--- src/rtl/serial_register_host_pkg.sv ---
// ============================================================================
// Module : serial_register_host_pkg
// Shared types and helpers for the serial register host.
// Rev    : 1.0
// ============================================================================
`default_nettype none

package serial_register_host_pkg;

    typedef enum logic [2:0] {
        IDLE     = 3'd0,
        WR_SHIFT = 3'd1,
        RD_START = 3'd2,
        RD_SHIFT = 3'd3,
        RD_HOLD  = 3'd4
    } srh_state_t;

    // Bit-counter width for a SIZE-bit transfer; never narrower than one bit.
    function automatic int srh_cnt_width(input int size);
        return (size > 1) ? $clog2(size) : 1;
    endfunction

endpackage

`default_nettype wire

--- src/rtl/srh_shifter.sv ---
// ============================================================================
// Module : srh_shifter
// SIZE-bit shift register shared by the serial write and read paths.
// Rev    : 1.0
// ============================================================================
`default_nettype none

module srh_shifter #(
    parameter int SIZE      = 4,
    parameter bit LSB_FIRST = 1'b1
) (
    input  logic            clk,
    input  logic            rst_n,
    input  logic            load,
    input  logic [SIZE-1:0] load_data,
    input  logic            shift_en,
    input  logic            ser_in,
    output logic            ser_out,
    output logic [SIZE-1:0] par_out
);

    logic [SIZE-1:0] r_data;
    logic [SIZE-1:0] w_shifted;

    // ser_out is the bit that reaches the output end after the next shift,
    // so a registered serial line can follow the shifter without lagging.
    generate
        if (LSB_FIRST) begin : g_lsb_first
            assign w_shifted = {ser_in, r_data[SIZE-1:1]};
            assign ser_out   = r_data[1];
        end else begin : g_msb_first
            assign w_shifted = {r_data[SIZE-2:0], ser_in};
            assign ser_out   = r_data[SIZE-2];
        end
    endgenerate

    always_ff @(posedge clk or negedge rst_n) begin
        if (!rst_n) begin
            r_data <= '0;
        end else if (load) begin
            r_data <= load_data;
        end else if (shift_en) begin
            r_data <= w_shifted;
        end
    end

    assign par_out = r_data;

endmodule

`default_nettype wire

--- src/rtl/serial_register_host.sv ---
// ============================================================================
// Module : serial_register_host
// Host controller serializing parallel register reads/writes onto a bit stream.
// Rev    : 1.0
// ============================================================================
`default_nettype none

module serial_register_host
    import serial_register_host_pkg::*;
#(
    parameter int SIZE      = 4,
    parameter bit LSB_FIRST = 1'b1
) (
    input  logic            clk,
    input  logic            rst_n,
    input  logic            req_valid,
    output logic            req_ready,
    input  logic            req_write,
    input  logic [SIZE-1:0] req_wdata,
    output logic            rsp_valid,
    input  logic            rsp_ready,
    output logic [SIZE-1:0] rsp_rdata,
    output logic            sdout,
    output logic            swrite,
    output logic            sread,
    input  logic            sdin
);

    localparam int               CNT_W    = srh_cnt_width(SIZE);
    localparam logic [CNT_W-1:0] LAST_CNT = CNT_W'(SIZE - 1);

    srh_state_t      r_state;
    logic [CNT_W-1:0] r_cnt;
    logic            r_req_ready;
    logic            r_rsp_valid;
    logic [SIZE-1:0] r_rdata;
    logic            r_sdout;
    logic            r_swrite;
    logic            r_sread;

    logic            w_accept;
    logic            w_last;
    logic            w_first_bit;
    logic            w_load;
    logic [SIZE-1:0] w_load_data;
    logic            w_shift_en;
    logic            w_ser_in;
    logic            w_ser_out;
    logic [SIZE-1:0] w_par;
    logic [SIZE-1:0] w_assembled;

    assign w_accept    = req_valid & r_req_ready;
    assign w_last      = (r_cnt == LAST_CNT);
    assign w_first_bit = LSB_FIRST ? req_wdata[0] : req_wdata[SIZE-1];
    assign w_load      = ((r_state == IDLE) && w_accept && req_write) || (r_state == RD_START);
    assign w_load_data = (r_state == RD_START) ? '0 : req_wdata;
    assign w_shift_en  = (r_state == WR_SHIFT) || (r_state == RD_SHIFT);
    assign w_ser_in    = (r_state == RD_SHIFT) & sdin;

    // Word as it will stand once the final sdin bit is shifted in, so the
    // response is registered on the same edge that samples that bit.
    assign w_assembled = LSB_FIRST ? {sdin, w_par[SIZE-1:1]} : {w_par[SIZE-2:0], sdin};

    srh_shifter #(
        .SIZE      (SIZE),
        .LSB_FIRST (LSB_FIRST)
    ) u_shifter (
        .clk       (clk),
        .rst_n     (rst_n),
        .load      (w_load),
        .load_data (w_load_data),
        .shift_en  (w_shift_en),
        .ser_in    (w_ser_in),
        .ser_out   (w_ser_out),
        .par_out   (w_par)
    );

    always_ff @(posedge clk or negedge rst_n) begin
        if (!rst_n) begin
            r_state     <= IDLE;
            r_cnt       <= '0;
            r_req_ready <= 1'b1;
            r_rsp_valid <= 1'b0;
            r_rdata     <= '0;
            r_sdout     <= 1'b0;
            r_swrite    <= 1'b0;
            r_sread     <= 1'b0;
        end else begin
            case (r_state)
                IDLE: begin
                    if (w_accept) begin
                        r_req_ready <= 1'b0;
                        r_cnt       <= '0;
                        if (req_write) begin
                            r_state  <= WR_SHIFT;
                            r_swrite <= 1'b1;
                            r_sdout  <= w_first_bit;
                        end else begin
                            r_state <= RD_START;
                            r_sread <= 1'b1;
                        end
                    end
                end
                WR_SHIFT: begin
                    if (w_last) begin
                        r_state     <= IDLE;
                        r_cnt       <= '0;
                        r_swrite    <= 1'b0;
                        r_sdout     <= 1'b0;
                        r_req_ready <= 1'b1;
                    end else begin
                        r_cnt   <= r_cnt + 1'b1;
                        r_sdout <= w_ser_out;
                    end
                end
                RD_START: begin
                    r_sread <= 1'b0;
                    r_cnt   <= '0;
                    r_state <= RD_SHIFT;
                end
                RD_SHIFT: begin
                    if (w_last) begin
                        r_state     <= RD_HOLD;
                        r_cnt       <= '0;
                        r_rsp_valid <= 1'b1;
                        r_rdata     <= w_assembled;
                    end else begin
                        r_cnt <= r_cnt + 1'b1;
                    end
                end
                RD_HOLD: begin
                    if (rsp_ready) begin
                        r_rsp_valid <= 1'b0;
                        r_req_ready <= 1'b1;
                        r_state     <= IDLE;
                    end
                end
                default: begin
                    r_state     <= IDLE;
                    r_cnt       <= '0;
                    r_req_ready <= 1'b1;
                    r_rsp_valid <= 1'b0;
                    r_sdout     <= 1'b0;
                    r_swrite    <= 1'b0;
                    r_sread     <= 1'b0;
                end
            endcase
        end
    end

    assign req_ready = r_req_ready;
    assign rsp_valid = r_rsp_valid;
    assign rsp_rdata = r_rdata;
    assign sdout     = r_sdout;
    assign swrite    = r_swrite;
    assign sread     = r_sread;

endmodule

`default_nettype wire

--- config.mk ---
export PLATFORM = sky130hd
export DESIGN_NAME = serial_register_host
export DESIGN_NICKNAME = d
export VERILOG_FILES = /design/src/rtl/serial_register_host_pkg.sv /design/src/rtl/srh_shifter.sv /design/src/rtl/serial_register_host.sv
export SDC_FILE = /design/constraint.sdc
export NUM_CORES = 1
export LEC_CHECK = 0
export CAP_MARGIN = 20
export CORE_MARGIN = 2
export CORE_UTILIZATION = 51
export CTS_CLUSTER_SIZE = 20
export DETAILED_ROUTE_END_ITERATION = 8
export PLACE_DENSITY = 0.92
export SYNTH_ARGS = -nofsm -noshare
export SYNTH_HDL_FRONTEND = slang
export SYNTH_SLANG_ARGS = --single-unit
--- constraint.sdc ---
create_clock -name clk -period 2.8 [get_ports clk]
set_input_delay 0.56 -clock clk [delete_from_list [all_inputs] [get_ports clk]]
set_output_delay 0.56 -clock clk [all_outputs]
set_load 0.05 [all_outputs]
==> results.yml, run 1 <==
yosys:
  synth_common_cells: "dfrtp_1 (16), nand2_1 (6), nor2_1 (5)"
  synth_top_area_cell: "dfrtp_1"
  synth_area_leaders: "dfrtp_1 (47%), mux2_2 (5.3%), a221o_1 (3.6%)"
  synth_fp_nets: 85
  yosys.cell_count.top_type: "dfrtp_1"
  ys_seq_area_share_pct: 50.52
  synth-seq-cells: 17
  synth_area_um2: 844.6
  synth_edf_count: 0
  synth_cell_types: 36
  avgSynthCellArea_um2: 11.41
  async_flop_share_pct: 100.0
  yosysTopAreaCellShare_pct: 47.41
  ys.flop_type: "dfrtp_1"
  yosys_warnings: 0
  synthCells: 74
power:
  p_leak_uw: 0.0004770
  vdd_drop_max_mv: 0.6466
  cellPowerDensity_nw_per_um2: 1218
clock_network:
  h-tree-depth: 1
  cts_resized: 0
  clk_pin_slew_ps: 100
  cts_setup_buffers: 0
  ctsHoldBuffers: 0
  cts-buffers-inserted: 3
  clkLatencyLatePin_ps: 290
  root_buffer: "clkbuf_4"
  cts_tree: "yes"
  numClockSinks: 17
  cts.path.max_buffers: 2
final_layout:
  antenna_cells: 0
  area_delta_synth_final_pct: 24.89
  final_nets: 105
  utilization_pct: 69.21
  multiInputGateArea_um2: 385.4
  fillers: 112
  drive_gt1_share_pct: 19.35
  seqCellArea_um2: 426.7
flow_run:
  maxCapViolCount: 0
detailed_routing:
  drt-total-wl_mm: 1.622
  drt_first_pass_iters: 4
  drt_iter0_markers: 30
  routedWlPerCell_um: 14.88
  vias: 650
  drt-vias-per-instance: 5.963
  ant_nets: 0
  drc: 0
sta:
  period_needed_ps: 2292
  hold_viol: 0
  period_share_pct: 81.86
  tightest_slew_ps: 732.9
  setup_slack_ps: 508.1
  setup_viol: 0
  fmax_mhz: 436.3
  finalSetupTns_ps: 0
  drv_slew: 0
  grt_setup_unrepaired: "no"
  fin_skew_ps: 8.846
  slew_headroom_pct: 50.99
floorplan:
  core_region_area_um2: 1524
  fp.dieH_um: 44.70
  start_util_pct: 55.42
  rows: 14
  die_area_um2: 1998
  ios: 19
  dieWidth_um: 44.70
global_routing:
  grt_max_degree: 18
  grt-ovfl-total: 0
  grt_pass1_wl_mm: 2.849
  grt_util_all_layers_pct: 20.51
  grt_pass1_vias: 618
  antenna_found_initial: 0
setup_path:
  critPathMaxStageDelay_ps: 820
  critPathSlowestCell: "clkdlybuf4s50_1"
  cp_num_buf_inv: 1
  path_delay_family: "buffers and inverters"
  worstSetupPathType: "register to output port"
  start_kind: "register"
  cp_cell_sequence: "clkdlybuf4s50_1"
  cp.required_ps: 2240
  crit_arrival_ps: 1730
  crit_path_end_kind: "output port"
  cp_max_fo: 7
placement:
  dp_hpwl_mm: 1.166
  pre_cts_slack_ps: 837.1
  port_buffers: 18
  gp_congestion: 0.8540
hold_path:
  min_path_type: "register to register"
status:
  outcome: "complete, no violations"
-- path summary, 6_finish.rpt --
check | slack [ps] | start | to | cells after the start
setup / recovery | 510 | req_ready | req_ready | 1
hold / removal | 520 | rsp_rdata[1] | rsp_rdata[1] | 1
setup reg to reg | 1270 | r_state[0] | rsp_rdata[1] | 3
hold reg to reg | 520 | rsp_rdata[1] | rsp_rdata[1] | 1
max in group asynchronous | 1640 | rst_n | rsp_rdata[1] | 1
min in group asynchronous | 690 | rst_n | rsp_valid | 1
-- through the flow --
| stage | power (µW) | hold slack (ps) | cell area [µm²] | instances |
|---|---|---|---|---|
| 2_1_floorplan | 967.9 | 264.4 | 844.6 | 74 |
| 3_3_place_gp | 1141 | 489.7 | 1027 | 105 |
| 3_5_place_dp | 1160 | 498.8 | 1027 | 105 |
| 4_1_cts | 1292 | 523.9 | 1055 | 109 |
| 5_1_grt | 1374 | 536.8 | 1055 | 109 |
| 6_report | 1285 | 517.1 | 1055 | 109 |
-- routing by layer --
layer  GRT usage (%)  wire length, µm
met2           29.28              735
met1           27.89              760
met5               0                0
met3           4.000               91
met4           14.55               35
-- flip-flops by register name (all words and copies together) (netlist names) --
| register | count |
|---|---|
| sdout | 1 |
| rsp_rdata | 4 |
| r_cnt | 2 |
| u_shifter.par_out | 3 |
| sread | 1 |
| swrite | 1 |
| req_ready | 1 |
| r_state | 3 |
| rsp_valid | 1 |
-- logic make-up after synthesis --
| group | Yosys count | synth area share (%) |
|---|---|---|
| compound gates | 19 | 18.96 |
| simple gates | 25 | 18.67 |
| flops | 17 | 50.52 |
| mux | 5 | 6.518 |
| fa+ha+maj | 1 | 1.481 |
| buf+inv | 7 | 3.852 |
-- area by class of cell --
type | count | share of cell area (%)
Timing Repair Buffer | 18 | 17.08
Clock inverter | 1 | 0.4745
Sequential cell | 17 | 40.45
Multi-Input combinational cell | 50 | 36.54
Inverter | 4 | 1.423
Clock buffer | 3 | 2.135
Tap cell | 16 | 1.898
-- worst register-to-register path: stages, from the launching register on --
cell	delay, ps
dfrtp_1	570
nor2b_2	350
nand3_2	180
mux2_2	320
-- layout by cell type (no fill, tap or decap), drive strengths merged, types with 3 or more instances in the layout --
master / count
nand3: 4
clkdlybuf4s50: 18
dfrtp: 16
inv: 4
a21boi: 3
a221o: 3
mux2: 4
nor2: 5
nand2: 6
clkbuf: 3
-- power by group --
| group | switching (µW) | internal [µW] | total (µW) |
|---|---|---|---|
| clock | 78.4 | 53.2 | 132 |
| combinational | 386 | 290 | 675 |
| sequential | 118 | 360 | 478 |
| total | 582 | 703 | 1280 |
Power figures use the tool's default switching activity.
==> run 2: changes to the inputs <==
--- a/config.mk
+++ b/config.mk
@@ -7,10 +7,10 @@
 export LEC_CHECK = 0
 export CAP_MARGIN = 20
 export CORE_MARGIN = 2
-export CORE_UTILIZATION = 51
+export CORE_UTILIZATION = 43
 export CTS_CLUSTER_SIZE = 20
 export DETAILED_ROUTE_END_ITERATION = 8
-export PLACE_DENSITY = 0.92
+export PLACE_DENSITY = 0.84
 export SYNTH_ARGS = -nofsm -noshare
 export SYNTH_HDL_FRONTEND = slang
 export SYNTH_SLANG_ARGS = --single-unit
==> constraint.sdc (replaced) <==
create_clock -name clk -period 1.9 [get_ports clk]
set_input_delay 0.38 -clock clk [delete_from_list [all_inputs] [get_ports clk]]
set_output_delay 0.38 -clock clk [all_outputs]
set_load 0.05 [all_outputs]
==> run 2 against run 1 <==
Power grew 52%. Clock power up 50%. Global-route usage fell by 3.3 points. Non-clock buffer count rose by 2. Sequential power rose by 45%. Core utilization decreased by 12 points. Worst setup slack got worse by 470 ps. Critical path depth stayed put. Die area rose by 17%. Flip-flop and latch count did not move. Largest power group unchanged.
==> results.yml, run 2 (same netlist as run 1, synthesis figures left out) <==
status:
  outcome: "complete, no violations"
final_layout:
  largest_reg_flops: 4
  stdcell_area_um2: 1090
  final_cell_mix: "dfrtp_1 (16), clkdlybuf4s50_1 (15), nand2_1 (6), nor2_1 (5)"
  layout_commonest_cell: "dfrtp_1"
  final_nets: 107
  drive_gt1_share_pct: 23.16
  antenna_cells: 0
  area_delta_synth_final_pct: 29.04
setup_path:
  crit_path_end_kind: "output port"
  path_delay_family: "buffers and inverters"
  ff2ff_path_depth: 3
  start_kind: "register"
  cp_cell_sequence: "clkdlybuf4s50_1"
  crit_cells: 1
  r2r_setup_slack_ps: 440
  cp_num_buf_inv: 1
  r2r-end: "rsp_rdata[0]"
  cp.required_ps: 1520
  worstSetupPathType: "register to output port"
  timing.rr.start: "r_state[2]"
  crit_arrival_ps: 1480
  cp_max_fo: 3
  critPathCapture: "rsp_valid"
  critPathSlowestCell: "clkdlybuf4s50_1"
  crit_start: "rsp_valid"
  critPathMaxStageDelay_ps: 800
sta:
  setup_viol: 0
  fmax_mhz: 538.2
  hold_viol: 0
  period_share_pct: 97.79
  drv_slew: 0
  period_needed_ps: 1858
  tightest_slew_ps: 508.0
  slew_headroom_pct: 66.03
  finalSetupTns_ps: 0
  fin_skew_ps: 0.7117
  grt_setup_unrepaired: "no"
detailed_routing:
  drt-vias-per-instance: 5.410
  routedWlPerCell_um: 14.36
  vias: 660
  drt-total-wl_mm: 1.752
  drt_first_pass_iters: 4
  drt_iter0_markers: 27
  drc: 0
  ant_nets: 0
flow_run:
  maxCapViolCount: 0
clock_network:
  numClockSinks: 17
  clk_pin_slew_ps: 100
  ctsHoldBuffers: 0
  h-tree-depth: 1
  clkLatencyLatePin_ps: 300
  cts-buffers-inserted: 3
  root_buffer: "clkbuf_4"
  cts_tree: "yes"
  cts.path.max_buffers: 2
global_routing:
  grt-ovfl-total: 0
  grt_pass1_wl_mm: 3.077
  grt_pass1_vias: 662
  grt_max_degree: 14
  antenna_found_initial: 0
  grt_util_all_layers_pct: 17.26
placement:
  port_buffers: 18
  dp_hpwl_mm: 1.358
  gp_congestion: 0.8575
  place_area_um2: 1064
floorplan:
  die_area_um2: 2335
  ios: 19
  rows: 16
  dieWidth_um: 48.32
  fp.dieH_um: 48.32
  start_util_pct: 44.41
  core_region_area_um2: 1902
power:
  p_leak_uw: 0.0004975
  cellPowerDensity_nw_per_um2: 1792
  vdd_drop_max_mv: 0.7186
hold_path:
  min_path_type: "primary input to asynchronous set/reset pin"
-- run 2: timing repair --
| item | CTS | global route |
|---|---|---|
| gates resized for setup | 1 | 0 |
| buffers inserted | 0 | 0 |
| endpoints found under the setup margin | 1 | 0 |
-- run 2: metrics by stage --
stage / power [µW] / instances / hold slack [ps] / setup WS (ps) / utilization (%)
6_report: 1953 / 122 / 339.0 / 42.01 / 57.30
5_1_grt: 2070 / 122 / 362.5 / 15.34 / 57.30
4_1_cts: 1960 / 122 / 367.2 / 39.82 / 57.30
3_5_place_dp: 1771 / 118 / 505.6 / 126.6 / 55.92
3_3_place_gp: 1734 / 118 / 485.9 / 155.7 / 55.92
2_1_floorplan: 1426 / 74 / 84.41 / 397.0 / -
-- run 2: how the worst min path moves through the flow --
stage / start / endpoint / cells after the start
6_report: rst_n / r_state[1] / 1
5_1_grt: rst_n / r_state[1] / 1
4_1_cts: rst_n / r_state[1] / 1
3_5_place_dp: rsp_rdata[3] / rsp_rdata[3] / 1
3_3_place_gp: rsp_valid / rsp_valid / 2
2_1_floorplan: rst_n / r_cnt[0] / 0
-- run 2: worst register-to-register path, stage by stage (launching register included) --
cell and delay [ps]:
dfrtp_1 540, nor2b_2 320, nand3_2 180, mux2_2 310
-- run 2: final cells by class --
type | instances | area [µm²]
Clock buffer | 3 | 22.52
Clock inverter | 1 | 5.005
Fill cell | 154 | 812.0
Inverter | 4 | 15.01
Multi-Input combinational cell | 50 | 385.4
Sequential cell | 17 | 426.7
Tap cell | 27 | 33.78
Timing Repair Buffer | 20 | 201.4
-- run 2: metal layers --
layer | global-route usage [%] | vias to the layer above | share of wire (%)
li1 | - | 318 | -
met2 | 27.55 | 22 | 49
met5 | 0 | - | 0
met1 | 22.52 | 316 | 45
met4 | 10.00 | 0 | 2.5
met3 | 2.469 | 4 | 4.3
-- run 2: where the power goes --
group	switching, µW	internal, µW	total, µW
Clock	120	78.5	198
Sequential	159	532	691
Combinational	609	454	1060
Total	888	1060	1950
